==> config.mk <==
export PLATFORM = sky130hd
export DESIGN_NAME = bcd_stopwatch
export DESIGN_NICKNAME = d
export VERILOG_FILES = /design/src/rtl/bcd_stopwatch.sv
export SDC_FILE = /design/constraint.sdc
export NUM_CORES = 1
export LEC_CHECK = 0
export ABC_CLOCK_PERIOD_IN_PS = 5800
export CORE_AREA = 2 2 150 152
export DETAILED_ROUTE_END_ITERATION = 8
export DIE_AREA = 0 0 152 154
export REMOVE_ABC_BUFFERS = 1
export SYNTH_ARGS = -nofsm -noshare
export SYNTH_HDL_FRONTEND = slang
export SYNTH_SLANG_ARGS = --single-unit
==> constraint.sdc <==
create_clock -name clk -period 5.8 [get_ports clk]
set_input_delay 1.45 -clock clk [delete_from_list [all_inputs] [get_ports clk]]
set_output_delay 1.45 -clock clk [all_outputs]
set_load 0.01 [all_outputs]
==> src/rtl/bcd_stopwatch.sv <==
// -----------------------------------------------------------------------------
// bcd_stopwatch
//
// Centisecond stopwatch (SS.cc, 00.00 .. 59.99) feeding four BCD digits to the
// seven-segment scanner. Raw buttons are synchronised, debounced and turned
// into one-cycle press pulses. A run/pause/lap FSM gates a prescaled 10 ms
// tick into a cascaded BCD counter. In LAP the display shows a frozen
// snapshot while the live count keeps advancing.
//
// Ports:
//   clk                   system clock, rising-edge
//   rst                   asynchronous active-high reset
//   btn_start/lap/clear   raw asynchronous push-buttons, active-high
//   data3..data0          tens of s, units of s, tenths, hundredths (BCD)
//   running               high in RUN and LAP
//   lap_active            high in LAP
//   wrap                  one-cycle pulse after the 59.99 -> 00.00 rollover
// All outputs come straight from registers.
// -----------------------------------------------------------------------------
module bcd_stopwatch #(
    parameter int CLK_HZ          = 100_000_000,
    parameter int TICK_DIV        = 1_000_000,
    parameter int DEBOUNCE_CYCLES = 1_000_000
) (
    input  logic       clk,
    input  logic       rst,
    input  logic       btn_start,
    input  logic       btn_lap,
    input  logic       btn_clear,
    output logic [3:0] data3,
    output logic [3:0] data2,
    output logic [3:0] data1,
    output logic [3:0] data0,
    output logic       running,
    output logic       lap_active,
    output logic       wrap
);

    // CLK_HZ only documents the board clock; it is sanity-checked here.
    if (CLK_HZ < 1 || TICK_DIV < 2 || DEBOUNCE_CYCLES < 2) begin : g_param_check
        $error("bcd_stopwatch: CLK_HZ>=1, TICK_DIV>=2, DEBOUNCE_CYCLES>=2 required");
    end

    localparam int PW = $clog2(TICK_DIV);
    localparam int DW = $clog2(DEBOUNCE_CYCLES);
    localparam logic [PW-1:0] PRESC_LAST = PW'(TICK_DIV - 1);
    localparam logic [DW-1:0] DB_LAST    = DW'(DEBOUNCE_CYCLES - 1);

    typedef enum logic [1:0] {
        IDLE  = 2'd0,
        RUN   = 2'd1,
        LAP   = 2'd2,
        PAUSE = 2'd3
    } state_e;

    // Button vector index: 0 = start, 1 = lap, 2 = clear.
    logic [2:0]          btn_raw;
    logic [2:0]          sync1_q, sync2_q;
    logic [2:0]          db_q, db_d;
    logic [2:0][DW-1:0]  db_cnt_q, db_cnt_d;
    logic [2:0]          db_prev_q, press_q;

    state_e              state_q, state_d;
    logic [PW-1:0]       presc_q, presc_d;
    logic [3:0][3:0]     cnt_q, cnt_d;
    logic [3:0][3:0]     snap_q, snap_d;
    logic [3:0][3:0]     disp_q, disp_d;
    logic                running_q, running_d;
    logic                lap_q, lap_d;
    logic                wrap_q, wrap_d;

    logic                start_p, lap_p, clear_p;
    logic                counting, tick, clear_cnt;

    assign btn_raw = {btn_clear, btn_lap, btn_start};

    // Debounce: count while the synchronised input disagrees with the
    // debounced level; flip on the edge the count would reach the limit.
    always_comb begin
        db_d     = db_q;
        db_cnt_d = db_cnt_q;
        for (int i = 0; i < 3; i++) begin
            if (sync2_q[i] == db_q[i]) begin
                db_cnt_d[i] = '0;
            end else if (db_cnt_q[i] == DB_LAST) begin
                db_d[i]     = sync2_q[i];
                db_cnt_d[i] = '0;
            end else begin
                db_cnt_d[i] = db_cnt_q[i] + 1'b1;
            end
        end
    end

    // Coinciding presses: clear beats start beats lap.
    assign clear_p = press_q[2];
    assign start_p = press_q[0] & ~press_q[2];
    assign lap_p   = press_q[1] & ~press_q[0] & ~press_q[2];

    assign counting = (state_q == RUN) || (state_q == LAP);
    assign tick     = counting && (presc_q == PRESC_LAST);

    always_comb begin
        state_d   = state_q;
        snap_d    = snap_q;
        clear_cnt = 1'b0;
        unique case (state_q)
            IDLE: begin
                if (start_p) state_d = RUN;
            end
            RUN: begin
                if (start_p) begin
                    state_d = PAUSE;
                end else if (lap_p) begin
                    state_d = LAP;
                    snap_d  = cnt_q;   // pre-increment value even on a tick edge
                end
            end
            LAP: begin
                if (start_p)    state_d = PAUSE;
                else if (lap_p) state_d = RUN;
            end
            PAUSE: begin
                if (clear_p) begin
                    state_d   = IDLE;
                    clear_cnt = 1'b1;
                end else if (start_p) begin
                    state_d = RUN;
                end
            end
            default: state_d = IDLE;
        endcase
    end

    // Prescaler: zero in IDLE, free-running in RUN/LAP, frozen in PAUSE.
    always_comb begin
        presc_d = presc_q;
        if (clear_cnt || state_q == IDLE) begin
            presc_d = '0;
        end else if (counting) begin
            presc_d = tick ? '0 : presc_q + 1'b1;
        end
    end

    // Cascaded BCD counter; >= comparisons keep every digit in range.
    always_comb begin
        cnt_d = cnt_q;
        if (clear_cnt) begin
            cnt_d = '0;
        end else if (tick) begin
            if (cnt_q[0] >= 4'd9) begin
                cnt_d[0] = 4'd0;
                if (cnt_q[1] >= 4'd9) begin
                    cnt_d[1] = 4'd0;
                    if (cnt_q[2] >= 4'd9) begin
                        cnt_d[2] = 4'd0;
                        cnt_d[3] = (cnt_q[3] >= 4'd5) ? 4'd0 : cnt_q[3] + 4'd1;
                    end else begin
                        cnt_d[2] = cnt_q[2] + 4'd1;
                    end
                end else begin
                    cnt_d[1] = cnt_q[1] + 4'd1;
                end
            end else begin
                cnt_d[0] = cnt_q[0] + 4'd1;
            end
        end
    end

    // Output registers are loaded from next-state values so they track the
    // state and count registers without an extra cycle of lag.
    assign wrap_d    = tick && (cnt_q == 16'h5999);
    assign disp_d    = (state_d == LAP) ? snap_d : cnt_d;
    assign running_d = (state_d == RUN) || (state_d == LAP);
    assign lap_d     = (state_d == LAP);

    always_ff @(posedge clk or posedge rst) begin
        if (rst) begin
            sync1_q   <= '0;
            sync2_q   <= '0;
            db_q      <= '0;
            db_cnt_q  <= '0;
            db_prev_q <= '0;
            press_q   <= '0;
            state_q   <= IDLE;
            presc_q   <= '0;
            cnt_q     <= '0;
            snap_q    <= '0;
            disp_q    <= '0;
            running_q <= 1'b0;
            lap_q     <= 1'b0;
            wrap_q    <= 1'b0;
        end else begin
            sync1_q   <= btn_raw;
            sync2_q   <= sync1_q;
            db_q      <= db_d;
            db_cnt_q  <= db_cnt_d;
            db_prev_q <= db_q;
            press_q   <= db_q & ~db_prev_q;
            state_q   <= state_d;
            presc_q   <= presc_d;
            cnt_q     <= cnt_d;
            snap_q    <= snap_d;
            disp_q    <= disp_d;
            running_q <= running_d;
            lap_q     <= lap_d;
            wrap_q    <= wrap_d;
        end
    end

    assign data3      = disp_q[3];
    assign data2      = disp_q[2];
    assign data1      = disp_q[1];
    assign data0      = disp_q[0];
    assign running    = running_q;
    assign lap_active = lap_q;
    assign wrap       = wrap_q;

endmodule

== After elaboration in Yosys (flattened, before gate mapping) ==
Cells that the tools add are included.
Widths: inputs -> output; s select.
Storage, ports and cells
  input bits: 5
  register bits: 148
Cells by class
  bitwise logic cells: 10
  multiplexer cells: 31
  $add $sub $neg: 8
  $lt $le $gt $ge: 4
  eq/ne operators: 13
  reduce and logical (&&, ||, !) cells: 10
Operators by type and width (count)
  $mux 20: 9
  $mux 16: 6
  $add 20x1->20 const B: 4
  $eq 20x20->1 const B: 4
  $mux 4: 5
  $add 4x1->4 const B: 4
  $eq 16x15->1 const B: 1
  $ge 4x4->1 const B: 3
  $mux 12: 1
  $mux 2: 6
  $mux 8: 1
  $pmux 2 s4: 1
  $eq 2x2->1 const B: 3
  $reduce_and 2->1: 3
  $not 1->1: 5
  $eq 2x1->1 const B: 2
  $ge 4x3->1 const B: 1
  $and 1x1->1: 3
  $and 3x3->3: 1
  $eq 1x1->1: 3
  $logic_or 1x1->1: 3
  $not 3->3: 1
  $logic_and 1x1->1: 2
  $logic_not 2->1: 1
  other kinds (2): 3

== Logic depth before layout (Yosys ltp) ==
Gate-level depths: netlist (run 1).
  word-level depth: 8
  gate-level depth with buffers: 11
  gate-level depth less buffers: 9

== Worst setup path before layout (run 1) ==
Ideal clock, no wire load.
  path type: reg-to-reg
  start: register state_q[0]
  end: register disp_q (netlist bit data2[3])
  cell stages (with the launch flop): 9
  slack: 3.298 ns
  arrival: 2.398 ns
  cell sequence: dfrtp_1 > inv_1 > ha_1 > nand4b_1 > or4b_4 > buf_6 > or2_4 > or4_1 > o311ai_1
RTL lines
  start: declaration: RTL line 63  | state_e state_q, state_d;
  start signal: assignment: RTL line 199  | state_q <= state_d;
  end signal: assignment: RTL line 203  | disp_q <= disp_d;
  end: declaration: RTL line 67  | logic [3:0][3:0] disp_q, disp_d;

==> results of run 1 <==
[cells in the mapped netlist (all sizes together), types with 17 or more instances]
cell      n  area [um2]
nor2    113         424
xnor2    39         342
mux2     20         225
clkbuf   17        63.8
ha       21         263
nand2    48         180
dfrtp   148        3700
xor2     36         315
nand3    35         175
inv      24        90.1
a21oi    17        85.1
nand4    20         131
[stage by stage]
stage / cell area [um2] / power (mW) / std cells / hold slack, ps
global route: 8240 / 2.38 / 1009 / 377
CTS: 8240 / 2.32 / 1009 / 361
global placement: 7600 / 1.11 / 977 / 336
finish: 8240 / 2.30 / 1009 / 361
detailed placement: 7600 / 1.11 / 977 / 344
floorplan: 7000 / 1.09 / 672 / 331
[placed cells by master (no fill, tap or decap), types with 5 or more instances in the layout]
master / n
dfrtp_1: 148
nor2_1: 113
nand2_1: 48
xnor2_1: 39
xor2_1: 36
nand3_1: 35
inv_1: 23
clkdlybuf4s50_1: 23
ha_1: 21
mux2_2: 20
nand4_1: 19
a21oi_1: 17
clkbuf_16: 17
o21ai_0: 16
nor4_1: 16
nor3_1: 16
and3_1: 10
nor2b_1: 7
nor4b_1: 7
and4_1: 7
or2_2: 7
nand3b_1: 5
or3_1: 5
nor3b_1: 5
mux2i_1: 5
bufinv_16: 5
[routing by layer]
layer | wire, um | part of all wire
met4 | 222 | 0.016
met1 | 6930 | 0.50
met5 | 0 | 0
met2 | 6240 | 0.45
met3 | 497 | 0.036
[worst reg2reg max path: stages, from the launching register on]
cell and delay, ps:
dfrtp_1 460, inv_1 70, ha_1 210, nor3b_1 150, a2111oi_1 930, nor3b_2 450
mux2_2 390, o21ai_0 160
[report_power, final]
group / leakage [nW] / switching, mW / internal, mW
clock: 0.309 / 0.437 / 0.774
combinational: 1.09 / 0.0312 / 0.00940
sequential: 2.05 / 0.00647 / 1.04
total: 3.44 / 0.474 / 1.82
[sequential cells by signal, summed over array words and instances, names as in the netlist]
register    flops
running         1
presc_q        20
db_cnt_q       60
data0           4
data1           4
state_q         2
snap_q         16
sync1_q         3
db_q            3
press_q         3
lap_active      1
sync2_q         3
wrap            1
cnt_q          16
data2           4
db_prev_q       3
data3           4
[cells by family (layout without fill, tap and decap cells)]
kind of cell,count (synthesis),in the layout
simple gates,324,324
flops,148,148
buf+inv,46,81
compound gates,55,55
fa+ha+maj,21,21
mux,25,25
xor+xnor,75,75
[worst paths after layout]
path | end | start
hold reg to reg | sync2_q[2] | sync1_q[2]
setup / recovery | data3[1] | cnt_q[4]
hold / removal | sync2_q[2] | sync1_q[2]
max in group asynchronous | cnt_q[15] | rst
min in group asynchronous | sync1_q[2] | rst
setup reg to reg | data3[1] | cnt_q[4]
[layout make-up]
cell class / count / area, um2
well taps: 280 / 350
flip-flops and latches: 148 / 3700
multi-input cells: 500 / 3200
fillers: 2125 / 13400
inverters: 24 / 95.1
clock inverters: 13 / 205
repair buffers: 25 / 245
clock buffers: 19 / 443
==> results.toml, run 1 <==
[place]
dp_hpwl_um = 9060
finalWeightedCongestion = 0.802
pre_cts_slack_ps = 2800
port-buffer-count = 23

[job]
drv_cap = 0

[setup_path]
cpMaxStageDelayCell = "a2111oi_1"
cp_top_family = "compound AO/OA/AOI/OAI gates"
critPathArrivalTime_ps = 3250
crit_chain = "inv_1 -> ha_1 -> nor3b_1 -> a2111oi_1 -> nor3b_2 -> mux2_2 -> o21ai_0"
rr_worst_depth = 7
cp.required_ps = 6140
crit_cells = 7
cp_max_fo = 7
criticalPathCategory = "reg2reg"
reg2reg_setup_slack_ps = 2890
startpoint_type = "register"
path_buf_inv = 1
end_kind = "register"
cpPeakStageDelay_ps = 930

[global_route]
antenna_found_initial = 0
grt_most_used_layer = "met2"
grt_overflow = 0
use_met3 = 0.0395
track_usage = 0.125
grt_pass1_wl_um = 23900
gr-usage-met1 = 0.168
grt_pass1_vias = 4880
grt.met2_usage = 0.189
grt_max_degree = 79

[route]
ant_nets = 0
routedWlPerCell_um = 13.8
num_vias = 4891
vias_per_cell = 4.85
drt-pass1-iter-count = 4
wl_um = 13900
drtIter0Drc = 364
drc_errors = 0

[clock_network]
ctsResizeCount = 0
clk_path_buf_depth = 2
ctsHoldBuffers = 0
cts_tree = "done"
htree_levels = 4
clk_pin_slew_ps = 60
cts_sinks = 148
cts_made_buffers = 17
cts_setup_buffers = 0
clk_latency_ps = 430
root_buffer = "clkbuf_16"

[timing]
period_minus_slack_ps = 2910
final-hold-violation-count = 0
slew-limit-headroom = 0.308
slew_viol_final = 0
fin_skew_ps = 8.35
tightest_slew_ps = 1030
setup_viol = 0
final.setup.worst_slack_ps = 2890
fmax_mhz = 344
rsz0062_at_grt = "false"
final.period_utilization = 0.501
fin_setup_tns_ps = 0

[synthesis]
synth_area_per_cell_um2 = 10.2
yosys.area_share.xor_xnor = 0.0927
synth_compound_area_frac = 0.0482
syn_inst = 694
synthFlopType = "dfrtp_1"
synth_top_family_by_area = "simple AND/OR/NAND/NOR gates"
yosys_warnings = 0
synthArstFlopShare = 1.00
synth.distinct_cells = 54
ys_ff_latch = 148
synthesis.area_mm2 = 0.00709
synth_adder_area_share = 0.0371
synth_edf_count = 0
yosysSeqAreaShare = 0.523
synthSimpleGateAreaFrac = 0.235
synthMuxAreaShare = 0.0388

[finish]
fin_nets = 742
postLayoutCoreUtil = 0.380
antennaDiodeCount = 0
drive_above_1_share = 0.0905
syn2layout_area_growth_pct = 16.3

[floorplan]
start_util = 0.327
fp.dieH_um = 154
ioPinCount = 24
coreArea_mm2 = 0.0217
fp-row-count = 54
fp.dieW_um = 152
die-area_mm2 = 0.0234

[hold_path]
hold_class = "reg2reg"
hold_depth = 0

[power]
p_leak_nw = 3.44
vdd_drop_max_mv = 0.194
powerDensity_mw_per_mm2 = 279

[status]
run_status = "finished clean"
(Power assumes the default switching activity.)
==> run 2, diff against run 1 <==
--- a/config.mk
+++ b/config.mk
@@ -5,7 +5,7 @@
 export SDC_FILE = /design/constraint.sdc
 export NUM_CORES = 1
 export LEC_CHECK = 0
-export ABC_CLOCK_PERIOD_IN_PS = 5800
+export ABC_CLOCK_PERIOD_IN_PS = 2500
 export CORE_AREA = 2 2 150 152
 export DETAILED_ROUTE_END_ITERATION = 8
 export DIE_AREA = 0 0 152 154
==> constraint.sdc (replaced) <==
create_clock -name clk -period 2.5 [get_ports clk]
set_input_delay 0.625 -clock clk [delete_from_list [all_inputs] [get_ports clk]]
set_output_delay 0.625 -clock clk [all_outputs]
set_load 0.01 [all_outputs]
==> run 2 against run 1 <==
  * Fmax is 21% higher
  * Setup slack worse by 2800 ps
  * Non-clock buffer count is 27 higher
  * Register-to-register slack worse by 2800 ps
  * Cell count is 2.7% higher
  * Critical path depth stayed put
  * Power is 110% higher
  * Die area stayed put
  * Combinational power grew to 2.5 times the previous value
  * Sequential power is 130% higher
  * First-iteration DRC count is 13% lower
  * Highest routed layer unchanged
==> results.toml, run 2 (synthesized netlist as in run 1, its figures left out) <==
[timing]
final-hold-violation-count = 0
fin_setup_tns_ps = 0
final.period_utilization = 0.963
setup_viol = 0
fin_hold_ws_ps = 347
slew-limit-headroom = 0.592
fmax_mhz = 415
fin_skew_ps = 7.25
period_minus_slack_ps = 2410
tightest_slew_ps = 608
slew_viol_final = 0

[floorplan]
start_util = 0.327
ioPinCount = 24
coreArea_mm2 = 0.0217
die-area_mm2 = 0.0234
fp.dieH_um = 154
fp.dieW_um = 152
fp-row-count = 54

[place]
finalWeightedCongestion = 0.813
dpl.cell_count = 1003
port-buffer-count = 23
dp_hpwl_um = 9550

[clock_network]
clk_path_buf_depth = 2
cts_sinks = 148
root_buffer = "clkbuf_16"
clk_latency_ps = 420
htree_levels = 4
clk_pin_slew_ps = 60
cts_tree = "done"
cts_made_buffers = 17
ctsHoldBuffers = 0

[finish]
fin_cells = 1036
largest_register_ffs = 60
antennaDiodeCount = 0
mostFrequentLayoutCell = "dfrtp_1"
mostFrequentLayoutCells = "dfrtp_1 (148), nor2_1 (113), nand2_1 (48)"
reg_top3 = "db_cnt_q: 60 flops, presc_q: 20 flops"
top_register = "db_cnt_q"
drive_above_1_share = 0.126
fin_nets = 769
syn2layout_area_growth_pct = 18.5

[setup_path]
reg2reg_setup_slack_ps = 90
cp.required_ps = 2820
reg2reg_from = "state_q[0]"
startpoint_type = "register"
r2r-end = "data2[3]"
rr_worst_depth = 7
cp_max_fo = 7
end_kind = "register"
critPathArrivalTime_ps = 2730
criticalPathCategory = "reg2reg"

[route]
routedWlPerCell_um = 13.5
num_vias = 4990
wl_um = 13900
drc_errors = 0
ant_nets = 0
drt-pass1-iter-count = 4
drtIter0Drc = 316
vias_per_cell = 4.82

[power]
power.total_mw = 4.87
p_leak_nw = 3.54
powerDensity_mw_per_mm2 = 580
vdd_drop_max_mv = 0.465

[global_route]
antenna_found_initial = 0
grt_overflow = 0
grt_pass1_wl_um = 24400
grt_pass1_vias = 5037
track_usage = 0.126
grt_max_degree = 48

[status]
run_status = "finished clean"

[job]
drv_cap = 0

[hold_path]
hold_depth = 0
hold_class = "reg2reg"
hold_start = "sync1_q[0]"
worstHoldEndpoint = "sync2_q[0]"
[run 2: changes by cell type in the layout (fill, tap and decap cells not counted), moves of 2 or more]
cell,delta
bufinv_16,-5
buf_12,+3
buf_4,+24
inv_6,+2
clkinvlp_4,+3
[run 2: layer usage]
metal | up-vias | global-route usage | wire, um | part of all wire
met4 | 0 | 0.0494 | 165 | 0.012
li1 | 2499 | - | - | -
met5 | - | 0 | 0 | 0
met1 | 2411 | 0.168 | 6780 | 0.49
met2 | 69 | 0.198 | 6540 | 0.47
met3 | 11 | 0.0290 | 442 | 0.032
[run 2: worst max path at each step]
stage                from       end  slack (ps)
2_1_floorplan         rst  cnt_q[0]       -2100
3_3_place_gp   state_q[0]  data2[3]         150
3_5_place_dp     cnt_q[1]  data2[3]         110
4_1_cts        state_q[0]  data2[3]         100
5_1_grt        state_q[0]  data1[3]          -5
6_report       state_q[0]  data2[3]          90
[run 2: area by class of cell]
| class | count | area (um2) |
|---|---|---|
| clock buffer | 19 | 443 |
| clock inverter | 13 | 101 |
| fill | 2084 | 13300 |
| inverter | 24 | 95.1 |
| multi-input combinational | 500 | 3220 |
| sequential | 148 | 3700 |
| tap | 280 | 350 |
| timing repair buffer | 52 | 485 |
[run 2: repair_timing]
item	CTS	global route
gates resized for setup	0	2
setup endpoints to repair	0	3
setup buffers	0	1
[run 2: worst max-delay path, cell delays in order, from the launching register on]
cell	delay (ps)
dfrtp_1	350
inv_1	90
ha_4	300
nand4b_1	110
or4b_4	590
or2_4	290
or4_1	490
o311ai_1	90
[run 2: power by group]
part           leakage (nW)  switching, mW  internal, mW
clock network         0.250           1.03          1.31
registers              2.05         0.0146          2.41
logic                  1.24         0.0734        0.0292
total                  3.54           1.12          3.75
[run 2: metrics by stage]
stage	setup WS, ps	util	area (um2)
after floorplan	-2100	-	7000
after global placement	148	0.361	7830
after detailed placement	107	0.361	7830
after CTS	95.9	0.386	8370
after global routing	-4.99	0.387	8400
final	91.3	0.387	8400
